==> src/rtl/key_step_pkg.sv <==
// Shared constants for the single-step key front end: FSM encodings and
// default debounce / step-pulse timing for simulation and for the board.
package key_step_pkg;

  localparam logic [1:0] IDLE       = 2'd0;
  localparam logic [1:0] DB_PRESS   = 2'd1;
  localparam logic [1:0] HELD       = 2'd2;
  localparam logic [1:0] DB_RELEASE = 2'd3;

  localparam logic [15:0] SIM_DB_CYCLES   = 16'd4;
  localparam logic [7:0]  SIM_PULSE_W     = 8'd2;
  localparam logic [15:0] BOARD_DB_CYCLES = 16'd50000;
  localparam logic [7:0]  BOARD_PULSE_W   = 8'd4;

  // The debounced level is high once a press has been accepted and until
  // its release has been accepted.
  function automatic logic key_level(input logic [1:0] st);
    return (st == HELD) || (st == DB_RELEASE);
  endfunction

endpackage

==> src/rtl/sync_2ff.sv <==
// Two-flop synchroniser for a single asynchronous bit; both stages clear to 0
// on reset.
module sync_2ff (
  input  logic clk,
  input  logic rst,
  input  logic d,
  output logic q
);

  logic s1;

  always_ff @(posedge clk or posedge rst) begin
    if (rst) begin
      s1 <= 1'b0;
      q  <= 1'b0;
    end else begin
      s1 <= d;
      q  <= s1;
    end
  end

endmodule

==> src/rtl/key_step_gen.sv <==
// Debounces a raw push-button into a clean level with press/release strobes,
// and issues a fixed-width step clock pulse plus a step count on each press.
module key_step_gen
  import key_step_pkg::*;
#(
  parameter logic [15:0] DB_CYCLES = BOARD_DB_CYCLES,
  parameter logic [7:0]  PULSE_W   = BOARD_PULSE_W,
  parameter int          CNT_W     = 8
) (
  input  logic             clka,
  input  logic             rsta,
  input  logic             key_xi,
  output logic             key_xo,
  output logic             press_xo,
  output logic             release_xo,
  output logic             step_clk_xo,
  output logic [CNT_W-1:0] step_cnt_xo,
  output logic [1:0]       state_dbg
);

  logic        key_s;
  logic [1:0]  state, state_nx;
  logic [15:0] cnt, cnt_nx;
  logic [7:0]  pcnt;
  logic        press_evt, release_evt;

  sync_2ff u_sync (
    .clk (clka),
    .rst (rsta),
    .d   (key_xi),
    .q   (key_s)
  );

  // The debounce counter restarts from zero on every state entry, so a
  // bounce always costs a full fresh window.
  always_comb begin
    state_nx = state;
    cnt_nx   = cnt;
    case (state)
      IDLE: begin
        if (key_s) begin
          state_nx = DB_PRESS;
          cnt_nx   = 16'd0;
        end
      end
      DB_PRESS: begin
        if (!key_s) begin
          state_nx = IDLE;
          cnt_nx   = 16'd0;
        end else if (cnt == DB_CYCLES - 16'd1) begin
          state_nx = HELD;
          cnt_nx   = 16'd0;
        end else begin
          cnt_nx = cnt + 16'd1;
        end
      end
      HELD: begin
        if (!key_s) begin
          state_nx = DB_RELEASE;
          cnt_nx   = 16'd0;
        end
      end
      DB_RELEASE: begin
        if (key_s) begin
          state_nx = HELD;
          cnt_nx   = 16'd0;
        end else if (cnt == DB_CYCLES - 16'd1) begin
          state_nx = IDLE;
          cnt_nx   = 16'd0;
        end else begin
          cnt_nx = cnt + 16'd1;
        end
      end
      default: begin
        state_nx = IDLE;
        cnt_nx   = 16'd0;
      end
    endcase
  end

  assign press_evt   = (state == DB_PRESS)   && (state_nx == HELD);
  assign release_evt = (state == DB_RELEASE) && (state_nx == IDLE);
  assign state_dbg   = state;

  always_ff @(posedge clka or posedge rsta) begin
    if (rsta) begin
      state      <= IDLE;
      cnt        <= 16'd0;
      key_xo     <= 1'b0;
      press_xo   <= 1'b0;
      release_xo <= 1'b0;
    end else begin
      state      <= state_nx;
      cnt        <= cnt_nx;
      key_xo     <= key_level(state_nx);
      press_xo   <= press_evt;
      release_xo <= release_evt;
    end
  end

  // Pulse launches on the same edge as press_xo; pcnt holds the remaining
  // high cycles after the current one.
  always_ff @(posedge clka or posedge rsta) begin
    if (rsta) begin
      step_clk_xo <= 1'b0;
      pcnt        <= 8'd0;
      step_cnt_xo <= '0;
    end else begin
      if (press_evt) begin
        step_clk_xo <= 1'b1;
        pcnt        <= PULSE_W - 8'd1;
        step_cnt_xo <= step_cnt_xo + CNT_W'(1);
      end else if (step_clk_xo) begin
        if (pcnt != 8'd0) pcnt <= pcnt - 8'd1;
        else              step_clk_xo <= 1'b0;
      end
    end
  end

  a_no_pulse_restart: assert property (@(posedge clka) disable iff (rsta)
    !(press_evt && step_clk_xo));

  a_strobes_exclusive: assert property (@(posedge clka) disable iff (rsta)
    !(press_xo && release_xo));

endmodule

==> config.mk <==
export PLATFORM = sky130hd
export DESIGN_NAME = key_step_gen
export DESIGN_NICKNAME = d
export VERILOG_FILES = /design/src/rtl/key_step_pkg.sv /design/src/rtl/sync_2ff.sv /design/src/rtl/key_step_gen.sv
export SDC_FILE = /design/constraint.sdc
export NUM_CORES = 1
export LEC_CHECK = 0
export ABC_AREA = 1
export CAP_MARGIN = 20
export CORE_UTILIZATION = 27
export CTS_BUF_LIST = sky130_fd_sc_hd__clkbuf_4
export DETAILED_ROUTE_END_ITERATION = 7
export SLEW_MARGIN = 20
export SYNTH_ARGS = -nofsm -noshare
export SYNTH_HDL_FRONTEND = slang
export SYNTH_SLANG_ARGS = --single-unit
==> constraint.sdc <==
create_clock -name clka -period 2 [get_ports clka]
set_clock_uncertainty 0.1 [all_clocks]
set_input_delay 0.2 -clock clka [delete_from_list [all_inputs] [get_ports clka]]
set_output_delay 0.2 -clock clka [all_outputs]
set_load 0.05 [all_outputs]
==> flow_metrics.py <==
metrics = {
    "drt": {
        "drc_errors": 0,
        "vias": 1797,
        "first_iter_violations": 108,
        "avgViaCountPerCell": 4.404,
        "ant_nets": 0,
        "first_pass_iters": 4,
        "wire_per_inst_um": 10.63,
        "wirelength_um": 4336,
    },
    "clock_tree": {
        "ctsResizeCount": 2,
        "post-cts-setup-buffer-count": 0,
        "postCtsHoldBufs": 0,
        "clock-sinks": 39,
        "numCtsBuffers": 5,
        "root_buffer": "clkbuf_4",
        "htree_levels": 2,
        "clock_latency_ns": 0.35,
        "clk_pin_slew_ns": 0.13,
        "cts_buffer_depth": 2,
        "cts_tree": "done",
    },
    "power_and_ir_drop": {
        "switchingPower_w": 0.0003314,
        "vdd_drop_max_mv": 0.3092,
        "power_density_nw_per_um2": 594.5,
        "comb_power_share_pct": 4.2,
        "clock_power_share_pct": 43.9,
        "internal-power_w": 0.001217,
        "swShare_pct": 21.41,
        "power_leakage_nw": 1.350,
        "power_w": 0.001548,
        "seqPwrFrac_pct": 52.0,
    },
    "yosys": {
        "synth_top_area_share_pct": 43.82,
        "ys_types": 28,
        "synth.avg_cell_area_um2": 7.842,
        "synth.most_common_cell": "nand2_1",
        "syn_nets": 291,
        "yosysWarnings": 0,
        "ys_seq_elements": 39,
        "syn_area_um2": 2227,
        "synthArstFlopShare_pct": 100.0,
        "yosys-top-cells-count": "nand2_1 (78), dfrtp_1 (39), inv_1 (37), nor2_1 (37), nand3_1 (20)",
        "yosys-top-cells-area": "dfrtp_1 (44%), nand2_1 (13%), inv_1 (6.2%)",
        "postSynthCellCount": 284,
        "synth_top_cell_by_area": "dfrtp_1",
        "ys_seq_area_share_pct": 43.82,
        "dominantRegCellSynth": "dfrtp_1",
        "synth_edf_count": 0,
    },
    "global_routing": {
        "overflow": 0,
        "grt_first_pass_wirelength_um": 7617,
        "track_usage_pct": 10.90,
        "grt_max_degree": 40,
        "antenna_found_initial": 0,
        "first_global_vias": 1673,
    },
    "setup_path": {
        "cp.buffers_inverters": 1,
        "crit_chain": "clkdlybuf4s50_1",
        "cp_slowest_cell": "clkdlybuf4s50_1",
        "endpoint_kind": "output port",
        "arrival_ns": 1.64,
        "slowest_delay_ns": 0.85,
        "critPathLaunchType": "flop",
        "timing_worst_setup_path_type": "flop to output port",
        "reg2regPathDepth": 7,
        "r2r-start": "u_sync.q$_DFF_PP0_",
        "cp_max_fo": 4,
        "cp_data_required_time_ns": 1.70,
        "critPathTopFamily": "buffers and inverters",
        "r2r_end": "cnt[13]$_DFFE_PP0P_",
        "reg2reg_slack_ns": 0.29,
    },
    "sta": {
        "setup_tns_ns": 0,
        "worstMarginPinSlew_ns": 0.5131,
        "hold_viol": 0,
        "slew_viol_final": 0,
        "setup_slack_ns": 0.06001,
        "setup_viol_count_final": 0,
        "max_freq_mhz": 515.5,
        "slew_headroom_pct": 65.68,
        "fin_crit_ns": 1.940,
        "rsz0062_at_grt": "no",
        "timing.final.crit_share_pct": 97.00,
        "timing.hold.ws_ns": 0.1590,
    },
    "place": {
        "place_hpwl_um": 3116,
        "place_area_um2": 2496,
        "gp_congestion": 0.7766,
        "portBuffers": 16,
        "dp_slack_ns": 0.3060,
    },
    "worst_hold_path": {
        "worst_hold_path_type": "input pin to async pin",
    },
    "status": {
        "outcome": "finished, final reports clean",
    },
    "final_layout": {
        "final_cell_area_um2": 2604,
        "seqCellArea_um2": 975.9,
        "num-fill-cells": 854,
        "drive_above_1_share_pct": 11.11,
        "num_antenna_cells": 0,
        "fin_nets": 312,
        "synthToLayoutAreaGrowth_pct": 16.91,
        "multi_input_area_um2": 1067,
    },
    "run": {
        "cap_viol_max_count": 0,
    },
    "die": {
        "initial_core_util_pct": 28.38,
        "core_area_um2": 7848,
        "rows": 32,
        "die_y_um": 92.82,
        "die_w_um": 92.82,
        "io_pins": 17,
        "die-area_um2": 8616,
    },
}
-- flip-flops by register name (all words and copies together) (netlist names) --
register and flops:
release_xo 1, step_clk_xo 1, u_sync.q 1, step_cnt_xo 8, key_xo 1, pcnt 8
u_sync.s1 1, cnt 16, press_xo 1, state_dbg 1
-- worst max-delay path by stage --
stage | from | to | slack (ns) | cells past startpoint
global placement | u_sync.q$_DFF_PP0_ | cnt[13]$_DFFE_PP0P_ | 0.35 | 7
floorplan | state_dbg[0]$_DFF_PP0_ | step_cnt_xo[4]$_DFFE_PP0P_ | 0.30 | 5
global route | state_dbg[0]$_DFF_PP0_ | state_dbg[0] | 0.001 | 1
detailed placement | u_sync.q$_DFF_PP0_ | cnt[13]$_DFFE_PP0P_ | 0.31 | 7
finish | state_dbg[0]$_DFF_PP0_ | state_dbg[0] | 0.06 | 1
CTS | state_dbg[0]$_DFF_PP0_ | state_dbg[0] | 0.03 | 1
-- metrics by stage --
stage | utilization [%] | instances
final | 33.18 | 408
after global routing | 33.18 | 408
after CTS | 33.12 | 408
after detailed placement | 31.81 | 400
after global placement | 31.81 | 400
after floorplan | - | 284
-- area by class of cell --
type                            count  share of cell area [%]
Inverter                           40                   5.766
Multi-Input combinational cell    201                   40.99
Clock inverter                      2                   2.307
Sequential cell                    39                   37.48
Clock buffer                        6                   1.730
Tap cell                          102                   4.901
Timing Repair Buffer               18                   6.824
-- cell families (layout without fill, tap and decap cells) --
group                      count (synthesis)  in the layout  synth area share (%)
and+or+nand+nor                          176            176                 39.27
adders and majority gates                  4              4                 2.247
buffers and inverters                     44             66                 8.258
DFF                                       39             39                 43.82
xor gates and xnor gates                   9              9                 3.540
AOI/OAI and AO/OA                         12             12                 2.865
-- per-layer routing --
metal	up-vias	part of all wire [%]	GRT usage, %	routed length [um]
met1	833	50	14.77	2157
li1	940	-	-	-
met2	19	46	17.34	2000
met4	0	0.85	2.692	37
met3	5	3.3	2.709	141
met5	-	0	0	0
-- power by group through the flow --
| stage | logic [W] | registers, W | clock network (W) |
|---|---|---|---|
| after floorplan | 0.0000481 | 0.000818 | 0 |
| after global placement | 0.0000654 | 0.000819 | 0 |
| after detailed placement | 0.0000666 | 0.000820 | 0 |
| after CTS | 0.0000671 | 0.000805 | 0.000699 |
| after global routing | 0.0000724 | 0.000806 | 0.000731 |
| final | 0.0000648 | 0.000804 | 0.000679 |
-- placed cells by master (no fill, tap or decap), types with 2 or more instances in the layout --
cell	instances
nor2_4	2
xor2_1	6
bufinv_16	2
nand3_1	20
dlymetal6s2s_1	2
nand3_4	3
o21ai_0	8
a21oi_1	3
buf_4	2
nand2_1	78
inv_2	3
nand3_2	2
dlygate4sd2_1	2
nor2_2	4
clkdlybuf4s50_1	12
xnor2_1	3
ha_1	4
nor3_1	2
nor2_1	37
dfrtp_1	39
inv_1	37
clkbuf_4	6
nand4_1	17
nand2_4	3
nand2_2	3
Power figures use the tool's default switching activity.
